===== src/rtl/people_controller_if.sv =====
// Elevator passenger-manager bundle: sim control and door events in,
// floor bitmaps and slot status out.
interface people_controller_if #(
  parameter int NUM_FLOORS = 12,
  parameter int MAX_PEOPLE = 4
);
  logic [1:0]            simState;
  logic [1:0]            simSpeed;
  logic [9:0]            randy;
  logic                  pickupValid;
  logic [4:0]            pickupFloor;
  logic                  dropValid;
  logic [4:0]            dropFloor;
  logic [NUM_FLOORS-1:0] floorsRequested;
  logic [NUM_FLOORS-1:0] floorDestinations;
  logic [4:0]            peopleGenerated;
  logic [MAX_PEOPLE-1:0] slotValid;
  logic                  spawnPulse;
  logic                  overflow;

  modport master (
    output simState, simSpeed, randy,
    output pickupValid, pickupFloor,
    output dropValid, dropFloor,
    input  floorsRequested, floorDestinations,
    input  peopleGenerated, slotValid,
    input  spawnPulse, overflow
  );

  modport slave (
    input  simState, simSpeed, randy,
    input  pickupValid, pickupFloor,
    input  dropValid, dropFloor,
    output floorsRequested, floorDestinations,
    output peopleGenerated, slotValid,
    output spawnPulse, overflow
  );
endinterface


===== src/rtl/people_controller.sv =====
// Spawns passengers on a timer into a fixed slot pool and tracks them
// from waiting to riding to gone as the elevator opens its doors.
module people_controller #(
  parameter int NUM_FLOORS  = 12,
  parameter int MAX_PEOPLE  = 4,
  parameter int BASE_PERIOD = 64
) (
  input logic clk,
  input logic rst,
  people_controller_if.slave bus
);
  typedef enum logic [1:0] {
    FREE    = 2'd0,
    WAITING = 2'd1,
    RIDING  = 2'd2
  } slot_e;

  localparam logic [1:0] ST_START = 2'd0;
  localparam logic [1:0] ST_SIM   = 2'd1;
  localparam logic [1:0] ST_END   = 2'd3;

  slot_e       st_q  [MAX_PEOPLE];
  slot_e       st_d  [MAX_PEOPLE];
  logic [4:0]  src_q [MAX_PEOPLE];
  logic [4:0]  src_d [MAX_PEOPLE];
  logic [4:0]  dst_q [MAX_PEOPLE];
  logic [4:0]  dst_d [MAX_PEOPLE];
  logic [31:0] timer_q, timer_d;
  logic        ovf_q, ovf_d;
  logic        pulse_q, pulse_d;

  logic [31:0] period_m1;
  logic        sim, run, tick;
  logic        pick_ok, drop_ok;
  logic [4:0]  new_src, new_dst, d_raw;
  logic [MAX_PEOPLE-1:0] free_vec, spawn_sel;
  logic        any_free, found;

  always_comb begin
    period_m1 = (32'(BASE_PERIOD) << {~bus.simSpeed, 1'b0}) - 32'd1;
    sim  = bus.simState == ST_SIM;
    run  = sim || (bus.simState == ST_END);
    // >= so a speed-up past the current count ticks at once
    tick = sim && (timer_q >= period_m1);
    new_src = 5'({27'd0, bus.randy[4:0]} % 32'(NUM_FLOORS));
    d_raw   = 5'({27'd0, bus.randy[9:5]} % 32'(NUM_FLOORS));
    if (d_raw != new_src)
      new_dst = d_raw;
    else if (new_src == 5'(NUM_FLOORS - 1))
      new_dst = 5'd0;
    else
      new_dst = new_src + 5'd1;
    pick_ok = run && bus.pickupValid &&
              ({27'd0, bus.pickupFloor} < 32'(NUM_FLOORS));
    drop_ok = run && bus.dropValid &&
              ({27'd0, bus.dropFloor} < 32'(NUM_FLOORS));
  end

  always_comb begin
    found     = 1'b0;
    free_vec  = '0;
    spawn_sel = '0;
    for (int i = 0; i < MAX_PEOPLE; i++) begin
      free_vec[i]  = st_q[i] == FREE;
      spawn_sel[i] = free_vec[i] && !found;
      found        = found || free_vec[i];
    end
    any_free = found;
  end

  always_comb begin
    timer_d = timer_q;
    ovf_d   = ovf_q;
    pulse_d = 1'b0;
    for (int i = 0; i < MAX_PEOPLE; i++) begin
      st_d[i]  = st_q[i];
      src_d[i] = src_q[i];
      dst_d[i] = dst_q[i];
    end
    if (bus.simState == ST_START) begin
      timer_d = '0;
      ovf_d   = 1'b0;
      for (int i = 0; i < MAX_PEOPLE; i++)
        st_d[i] = FREE;
    end else begin
      if (sim)
        timer_d = tick ? 32'd0 : timer_q + 32'd1;
      if (tick && !any_free)
        ovf_d = 1'b1;
      if (tick && any_free)
        pulse_d = 1'b1;
      // every decision below looks only at pre-edge slot state
      for (int i = 0; i < MAX_PEOPLE; i++) begin
        case (st_q[i])
          WAITING:
            if (pick_ok && src_q[i] == bus.pickupFloor)
              st_d[i] = RIDING;
          RIDING:
            if (drop_ok && dst_q[i] == bus.dropFloor)
              st_d[i] = FREE;
          default:
            if (tick && spawn_sel[i]) begin
              st_d[i]  = WAITING;
              src_d[i] = new_src;
              dst_d[i] = new_dst;
            end
        endcase
      end
    end
  end

  always_ff @(posedge clk or posedge rst) begin
    if (rst) begin
      timer_q <= '0;
      ovf_q   <= 1'b0;
      pulse_q <= 1'b0;
      for (int i = 0; i < MAX_PEOPLE; i++) begin
        st_q[i]  <= FREE;
        src_q[i] <= '0;
        dst_q[i] <= '0;
      end
    end else begin
      timer_q <= timer_d;
      ovf_q   <= ovf_d;
      pulse_q <= pulse_d;
      for (int i = 0; i < MAX_PEOPLE; i++) begin
        st_q[i]  <= st_d[i];
        src_q[i] <= src_d[i];
        dst_q[i] <= dst_d[i];
      end
    end
  end

  logic [NUM_FLOORS-1:0] req_map, dst_map;
  logic [MAX_PEOPLE-1:0] valid_map;
  logic [4:0]            count;

  always_comb begin
    req_map   = '0;
    dst_map   = '0;
    valid_map = '0;
    count     = '0;
    for (int i = 0; i < MAX_PEOPLE; i++) begin
      valid_map[i] = st_q[i] != FREE;
      if (st_q[i] != FREE)
        count = count + 5'd1;
      for (int f = 0; f < NUM_FLOORS; f++) begin
        if (st_q[i] == WAITING && src_q[i] == 5'(f))
          req_map[f] = 1'b1;
        if (st_q[i] == RIDING && dst_q[i] == 5'(f))
          dst_map[f] = 1'b1;
      end
    end
  end

  assign bus.floorsRequested   = req_map;
  assign bus.floorDestinations = dst_map;
  assign bus.peopleGenerated   = count;
  assign bus.slotValid         = valid_map;
  assign bus.spawnPulse        = pulse_q;
  assign bus.overflow          = ovf_q;
endmodule


===== src/flat_wrapper.sv =====
// flat-port wrapper written by rule: the top's interface ports become plain ports
module people_controller_flat 
#(
  parameter int NUM_FLOORS  = 12,
  parameter int MAX_PEOPLE  = 4,
  parameter int BASE_PERIOD = 64
)
  (clk, rst, bus_simState, bus_simSpeed, bus_randy, bus_pickupValid, bus_pickupFloor, bus_dropValid, bus_dropFloor, bus_floorsRequested, bus_floorDestinations, bus_peopleGenerated, bus_slotValid, bus_spawnPulse, bus_overflow);
  people_controller_if #(.NUM_FLOORS(NUM_FLOORS), .MAX_PEOPLE(MAX_PEOPLE)) bus_i ();
  input logic clk;
  input logic rst;
  input wire logic [$bits(bus_i.simState)-1:0] bus_simState;
  input wire logic [$bits(bus_i.simSpeed)-1:0] bus_simSpeed;
  input wire logic [$bits(bus_i.randy)-1:0] bus_randy;
  input wire logic [$bits(bus_i.pickupValid)-1:0] bus_pickupValid;
  input wire logic [$bits(bus_i.pickupFloor)-1:0] bus_pickupFloor;
  input wire logic [$bits(bus_i.dropValid)-1:0] bus_dropValid;
  input wire logic [$bits(bus_i.dropFloor)-1:0] bus_dropFloor;
  output wire logic [$bits(bus_i.floorsRequested)-1:0] bus_floorsRequested;
  output wire logic [$bits(bus_i.floorDestinations)-1:0] bus_floorDestinations;
  output wire logic [$bits(bus_i.peopleGenerated)-1:0] bus_peopleGenerated;
  output wire logic [$bits(bus_i.slotValid)-1:0] bus_slotValid;
  output wire logic [$bits(bus_i.spawnPulse)-1:0] bus_spawnPulse;
  output wire logic [$bits(bus_i.overflow)-1:0] bus_overflow;
  assign bus_i.simState = bus_simState;
  assign bus_i.simSpeed = bus_simSpeed;
  assign bus_i.randy = bus_randy;
  assign bus_i.pickupValid = bus_pickupValid;
  assign bus_i.pickupFloor = bus_pickupFloor;
  assign bus_i.dropValid = bus_dropValid;
  assign bus_i.dropFloor = bus_dropFloor;
  assign bus_floorsRequested = bus_i.floorsRequested;
  assign bus_floorDestinations = bus_i.floorDestinations;
  assign bus_peopleGenerated = bus_i.peopleGenerated;
  assign bus_slotValid = bus_i.slotValid;
  assign bus_spawnPulse = bus_i.spawnPulse;
  assign bus_overflow = bus_i.overflow;
  people_controller #(.NUM_FLOORS(NUM_FLOORS), .MAX_PEOPLE(MAX_PEOPLE), .BASE_PERIOD(BASE_PERIOD)) u_core (.clk(clk), .rst(rst), .bus(bus_i));
endmodule

===== config.mk =====
export PLATFORM = sky130hd
export DESIGN_NAME = people_controller_flat
export DESIGN_NICKNAME = d
export VERILOG_FILES = /design/src/rtl/people_controller_if.sv /design/src/rtl/people_controller.sv /design/src/flat_wrapper.sv
export SDC_FILE = /design/constraint.sdc
export NUM_CORES = 1
export LEC_CHECK = 0
export CELL_PAD_IN_SITES_DETAIL_PLACEMENT = 0
export CELL_PAD_IN_SITES_GLOBAL_PLACEMENT = 1
export CORE_MARGIN = 2
export CORE_UTILIZATION = 47
export CTS_CLUSTER_DIAMETER = 200
export CTS_CLUSTER_SIZE = 10
export DETAILED_ROUTE_END_ITERATION = 6
export PLACE_DENSITY_LB_ADDON = 0.1
export REMOVE_ABC_BUFFERS = 1
export SETUP_SLACK_MARGIN = 0.3
export SLEW_MARGIN = 20
export SYNTH_ARGS = -nofsm -noshare
export SYNTH_HDL_FRONTEND = slang
export SYNTH_SLANG_ARGS = --single-unit

===== constraint.sdc =====
create_clock -name clk -period 3.9 [get_ports clk]
set_clock_uncertainty 0.2 [all_clocks]
set_input_delay 0.585 -clock clk [delete_from_list [all_inputs] [get_ports clk]]
set_output_delay 0.585 -clock clk [all_outputs]
set_load 0.1 [all_outputs]

# Yosys cells after proc, flatten, opt, wreduce, memory -nomap -nowiden
# Cells that the tools add are included.
[word_totals]
output_inout_bits = 35
regBits = 82
elab_cells = 436
input_bits = 28
[op_classes]
n_addsub = 6
n_reduce_logical = 161
n_eq_ne = 116
muxes = 126
div_mod_pow = 2
bitwise_logic = 6
shifts = 1
n_lt_le_gt_ge = 3
[ops]
columns = ["cell", "n"]
rows = [
  ["$eq A5 B4 Y1 const B", 33],
  ["$eq A5 B3 Y1 const B", 32],
  ["$logic_and A1 B1 Y1", 118],
  ["$mux W1", 101],
  ["$mux W32", 3],
  ["$eq A5 B2 Y1 const B", 16],
  ["$mod A5 B4 Y32 const B", 2],
  ["$eq A5 B1 Y1 const B", 8],
  ["$eq A5 B5 Y1", 8],
  ["$logic_not A5 Y1", 8],
  ["$add A32 B1 Y32 const B", 1],
  ["$ge A32 B32 Y1", 1],
  ["$shl A7 B3 Y32 const A", 1],
  ["$sub A32 B1 Y32 const B", 1],
  ["$mux W5", 5],
  ["$mux W2", 12],
  ["$ne A3 B1 Y1 const B", 8],
  ["$reduce_and A3 Y1", 8],
  ["$pmux W2 S2", 4],
  ["$reduce_bool A4 Y1", 4],
  ["$add A5 B1 Y5 const B", 3],
  ["$reduce_bool A2 Y1", 6],
  ["$eq A2 B1 Y1 const B", 5],
  ["$eq A2 B2 Y1 const B", 5],
  ["other kinds (10)", 28],
]

# Depth between registers and ports, before layout
[depth]
depth_word = 9
ltp_mapped = 13
mapped_depth_nobuf = 11

# Least setup slack after synthesis
# Ideal clock, no wire load.
[synth_path]
kind = "register to output"
from = "register u_core.st_q[3] (netlist name)"
to = "output bus_floorsRequested[0]"
required_time_ns = 3.115
setup_slack_ns = -1.421
stages_incl_launch_ff = 6
arrival_time_ns = 4.536
path_cell_list = "dfrtp_1 inv_1 ha_1 nand2b_1 or3_1 o311ai_0"
[synth_via]
elab_chain_cells = 4
[synth_rtl]
columns = ["item", "line_no", "rtl"]
rows = [
  ["from (decl)", "people_controller.sv:22", "slot_e st_q [MAX_PEOPLE];"],
  ["from (signal, indexed assignment)", "people_controller.sv:127", "st_q[i] <= st_d[i];"],
  ["$eq A2 B1 Y1", "people_controller.sv:148", "if (st_q[i] == WAITING && src_q[i] == 5'(f))"],
  ["$logic_and A1 B1 Y1", "people_controller.sv:148", ""],
  ["$mux W1 (2 in series)", "people_controller.sv:148", ""],
  ["to (decl)", "flat_wrapper.sv:19", "output wire logic [$bits(bus_i.floorsRequested)-1:0] bus_floorsRequested;"],
]
# No other way between the ends.

# Worst setup path after layout
[layout_path]
from = "input bus_simSpeed[1]"
to = "register u_core.src_q[5] (netlist name)"
[layout_via]
elab_chain_cells = 7
[layout_rtl]
columns = ["item", "line_no", "rtl"]
rows = [
  ["from (decl)", "flat_wrapper.sv:13", "input wire logic [$bits(bus_i.simSpeed)-1:0] bus_simSpeed;"],
  ["$not A2 Y2", "people_controller.sv:40", "period_m1 = (32'(BASE_PERIOD) << {~bus.simSpeed, 1'b0}) - 32'd1;"],
  ["$shl A7 B3 Y32", "people_controller.sv:40", ""],
  ["$sub A32 B1 Y32", "people_controller.sv:40", ""],
  ["$ge A32 B32 Y1", "people_controller.sv:44", "tick = sim && (timer_q >= period_m1);"],
  ["$logic_and A1 B1 Y1", "people_controller.sv:44", ""],
  ["$logic_and A1 B1 Y1", "people_controller.sv:102", "if (tick && spawn_sel[i]) begin"],
  ["$reduce_and A3 Y1 (no source line)", "n/a", ""],
  ["to (signal, indexed assignment)", "people_controller.sv:128", "src_q[i] <= src_d[i];"],
  ["to (decl)", "people_controller.sv:24", "logic [4:0] src_q [MAX_PEOPLE];"],
]
# No other way between the ends.
# A chain may end at the register's enable or synchronous reset.

==> results.tsv <==
stage	metric	value	unit
global_routing	largest net degree at the start of global routing	47	
global_routing	Tot GR Track Use	0.241	
detailed_routing	DR pass1 iterations	5	
floorplan	Die X	113	um
global_routing	Overflow after GRT	0	
floorplan	standard-cell rows	39	
clock_tree	clock buffer depth	2	
setup_path	Worst setup SP type	input pin	
clock_tree	Worst-Skew Late Latency	0.34	ns
yosys	number of synthesized flops with an enable pin	0	
detailed_routing	drt total wl	14800	um
setup_path	WP data required	3.91	ns
setup_path	R2R Setup Slk	1.03	ns
global_routing	initial antenna violation count	0	
global_routing	first-pass GRT wire length	24400	um
sta	slew margin rel.	0.351	
yosys	register area share after synthesis	0.369	
place	placed wire-length estimate	11400	um
finish	area grow syn2layout	19.6	%
yosys	Syn Area/Cell	9.10	um2
yosys	Main synth FF type	dfrtp_1	
sta	Period Utilization, post-route	0.883	
finish	fraction of layout cells with a size suffix above 1	0.158	
detailed_routing	Via Count	4845	
yosys	Async SR Flop Fraction	1.00	
min_path	hold crit path type	register to register	
clock_tree	Sink Count	82	
yosys	Cells after Synth	611	
floorplan	DIE HEIGHT	113	um
detailed_routing	Routed Antenna Nets	0	
clock_tree	CTS root buffer	clkbuf_16	
pwr	Power Dens Cells	289	mW/mm2
setup_path	Setup CP Type	input pin to register	
run_status	outcome	finished clean	
sta	RSZ-0062 raised after global routing	false	
flow_run	max cap viols	0	
yosys	Cell Area, Synth	0.00556	mm2
place	routability cong.	0.901	
sta	min Tclk post-route	3.44	ns
sta	Slew Viols, Final	0	
yosys	Synth warnings	0	
global_routing	vias in the first global route	4800	
sta	Final setup viols	0	
clock_tree	Max H-tree Level	3	
yosys	post-synth top area share	0.369	
finish	# fillers	1035	
detailed_routing	Vias/cell	5.90	
setup_path	CP Capture Type	register	
yosys	top-count cell post-synth	dfrtp_1	
yosys	synthesized flop and latch total	82	
sta	endpoints failing hold	0	
finish	footprint of the multi-input gates	0.00328	mm2
detailed_routing	DRC Markers	0	
pwr	VDD IR max	0.000207	V
detailed_routing	drt initial violations	376	
yosys	commonest cells in the netlist	dfrtp_1 (82), nor2_1 (56), nand2_1 (40)	
yosys	Netlist cell types	67	
finish	nets@finish	729	
yosys	top cells by area, synth	dfrtp_1 (37%), ha_1 (6.3%), mux2_2 (4.5%)	
pwr	Pleak	2.99	nW
clock_tree	CTS tree	yes	
floorplan	die area	0.0127	mm2
detailed_routing	Wirelength per Cell	18.1	um
place	Port Buffer Count	60	
pwr	Total Power	1.92	mW
clock_tree	Worst-path clk slew	0.06	ns
floorplan	Starting Density	0.485	
sta	setup TNS	0	ns
clock_tree	total CTS buffers	9	
yosys	dominant cell type by area after synthesis	dfrtp_1	
finish	register area	0.00205	mm2
setup_path	CP max FO	10	
sta	slew at the pin with the worst max-slew slack	0.971	ns
floorplan	Core ar.	0.0115	mm2
setup_path	WP data arrival	3.46	ns
floorplan	number of top-level pins	63	
sta	Max Freq	290	MHz
finish	n_diodes	0	
through the flow:
step | worst slack (ns) | hold WS [ns] | util | std cells | area, um2
finish | 0.457 | 0.288 | 0.580 | 821 | 6650
global route | 0.312 | 0.309 | 0.580 | 821 | 6650
CTS | 0.317 | 0.289 | 0.570 | 812 | 6530
detailed placement | -0.195 | 0.274 | 0.541 | 796 | 6210
global placement | -0.0665 | 0.269 | 0.541 | 796 | 6210
floorplan | -1.42 | 0.254 | - | 581 | 5400
cells by family after synthesis:
| kind of cell | count (synthesis) | share of synthesized area |
|---|---|---|
| and+or+nand+nor | 230 | 0.226 |
| AOI/OAI and AO/OA | 139 | 0.166 |
| muxes | 29 | 0.0592 |
| DFF | 82 | 0.369 |
| xor gates and xnor gates | 44 | 0.0693 |
| buffers and inverters | 58 | 0.0468 |
| adders and majority gates | 28 | 0.0630 |
| other | 1 | 0.000675 |
path summary, 6_finish.rpt:
check                                      to          startpoint  cells past startpoint
setup / recovery              u_core.src_q[5]     bus_simSpeed[1]                     12
hold / removal             u_core.timer_q[30]  u_core.timer_q[30]                      1
setup reg to reg              u_core.src_q[5]  u_core.timer_q[11]                     10
hold reg to reg            u_core.timer_q[30]  u_core.timer_q[30]                      1
max in group asynchronous    u_core.dst_q[13]                 rst                      3
min in group asynchronous   u_core.timer_q[1]                 rst                      2
where the power goes:
group | switching (mW) | internal, mW | total (mW)
combinational | 0.117 | 0.0791 | 0.196
clock | 0.336 | 0.517 | 0.852
sequential | 0.0132 | 0.858 | 0.871
cells in the final DEF (no fill, tap or decap), drive strengths merged, types with 3 or more instances in the layout:
cell,instances
clkbuf,11
nand4b,4
o22ai,5
a21oi,37
nand4,6
clkdlybuf4s50,29
o32ai,6
a22oi,7
o211ai,7
nor3,11
mux2,25
nor2b,12
ha,28
buf,52
nor3b,9
o21ai,26
nand3,12
clkinv,3
xor2,25
a32oi,3
nand2b,20
o221ai,7
nor2,56
a221o,7
o31ai,4
a31oi,11
nand3b,7
nor4,13
or2,4
inv,27
dfrtp,82
mux2i,4
and2,21
and3,7
nand2,40
xnor2,19
sequential cells by signal, summed over array words and instances (netlist names):
name                   flops
u_core.bus.spawnPulse      1
u_core.timer_q            32
u_core.src_q              20
u_core.dst_q              20
u_core.bus.overflow        1
u_core.st_q                8
worst max-delay path, stage by stage:
cell and delay, ns:
clkdlybuf4s50_1 0.44, or2_2 0.32, ha_1 0.30, buf_4 0.15
a211oi_2 0.18, o211ai_1 0.11, or4_1 0.52, buf_4 0.18
nand4_2 0.14, nor3_4 0.07, buf_12 0.17, mux2_1 0.30
area by class of cell:
cell class,count,area share
inverters,27,0.0152
clock inverters,5,0.00960
clock buffers,11,0.0365
well taps,143,0.0269
flip-flops and latches,82,0.309
repair buffers,81,0.110
multi-input cells,472,0.493
routing by layer:
layer,vias to the layer above,GRT usage,share of wire
met4,0,0.0854,0.024
met1,2358,0.309,0.44
met3,33,0.0423,0.050
li1,2308,-,-
met5,-,0,0
met2,146,0.411,0.49
what timing repair did:
item | 4_1_cts | 5_1_grt
endpoints found under the setup margin | 18 | 30
gates resized for setup | 3 | 2
pin swaps | 0 | 3
hold buffers | 0 | 0
setup buffers | 0 | 9
Power figures use the tool's default switching activity.
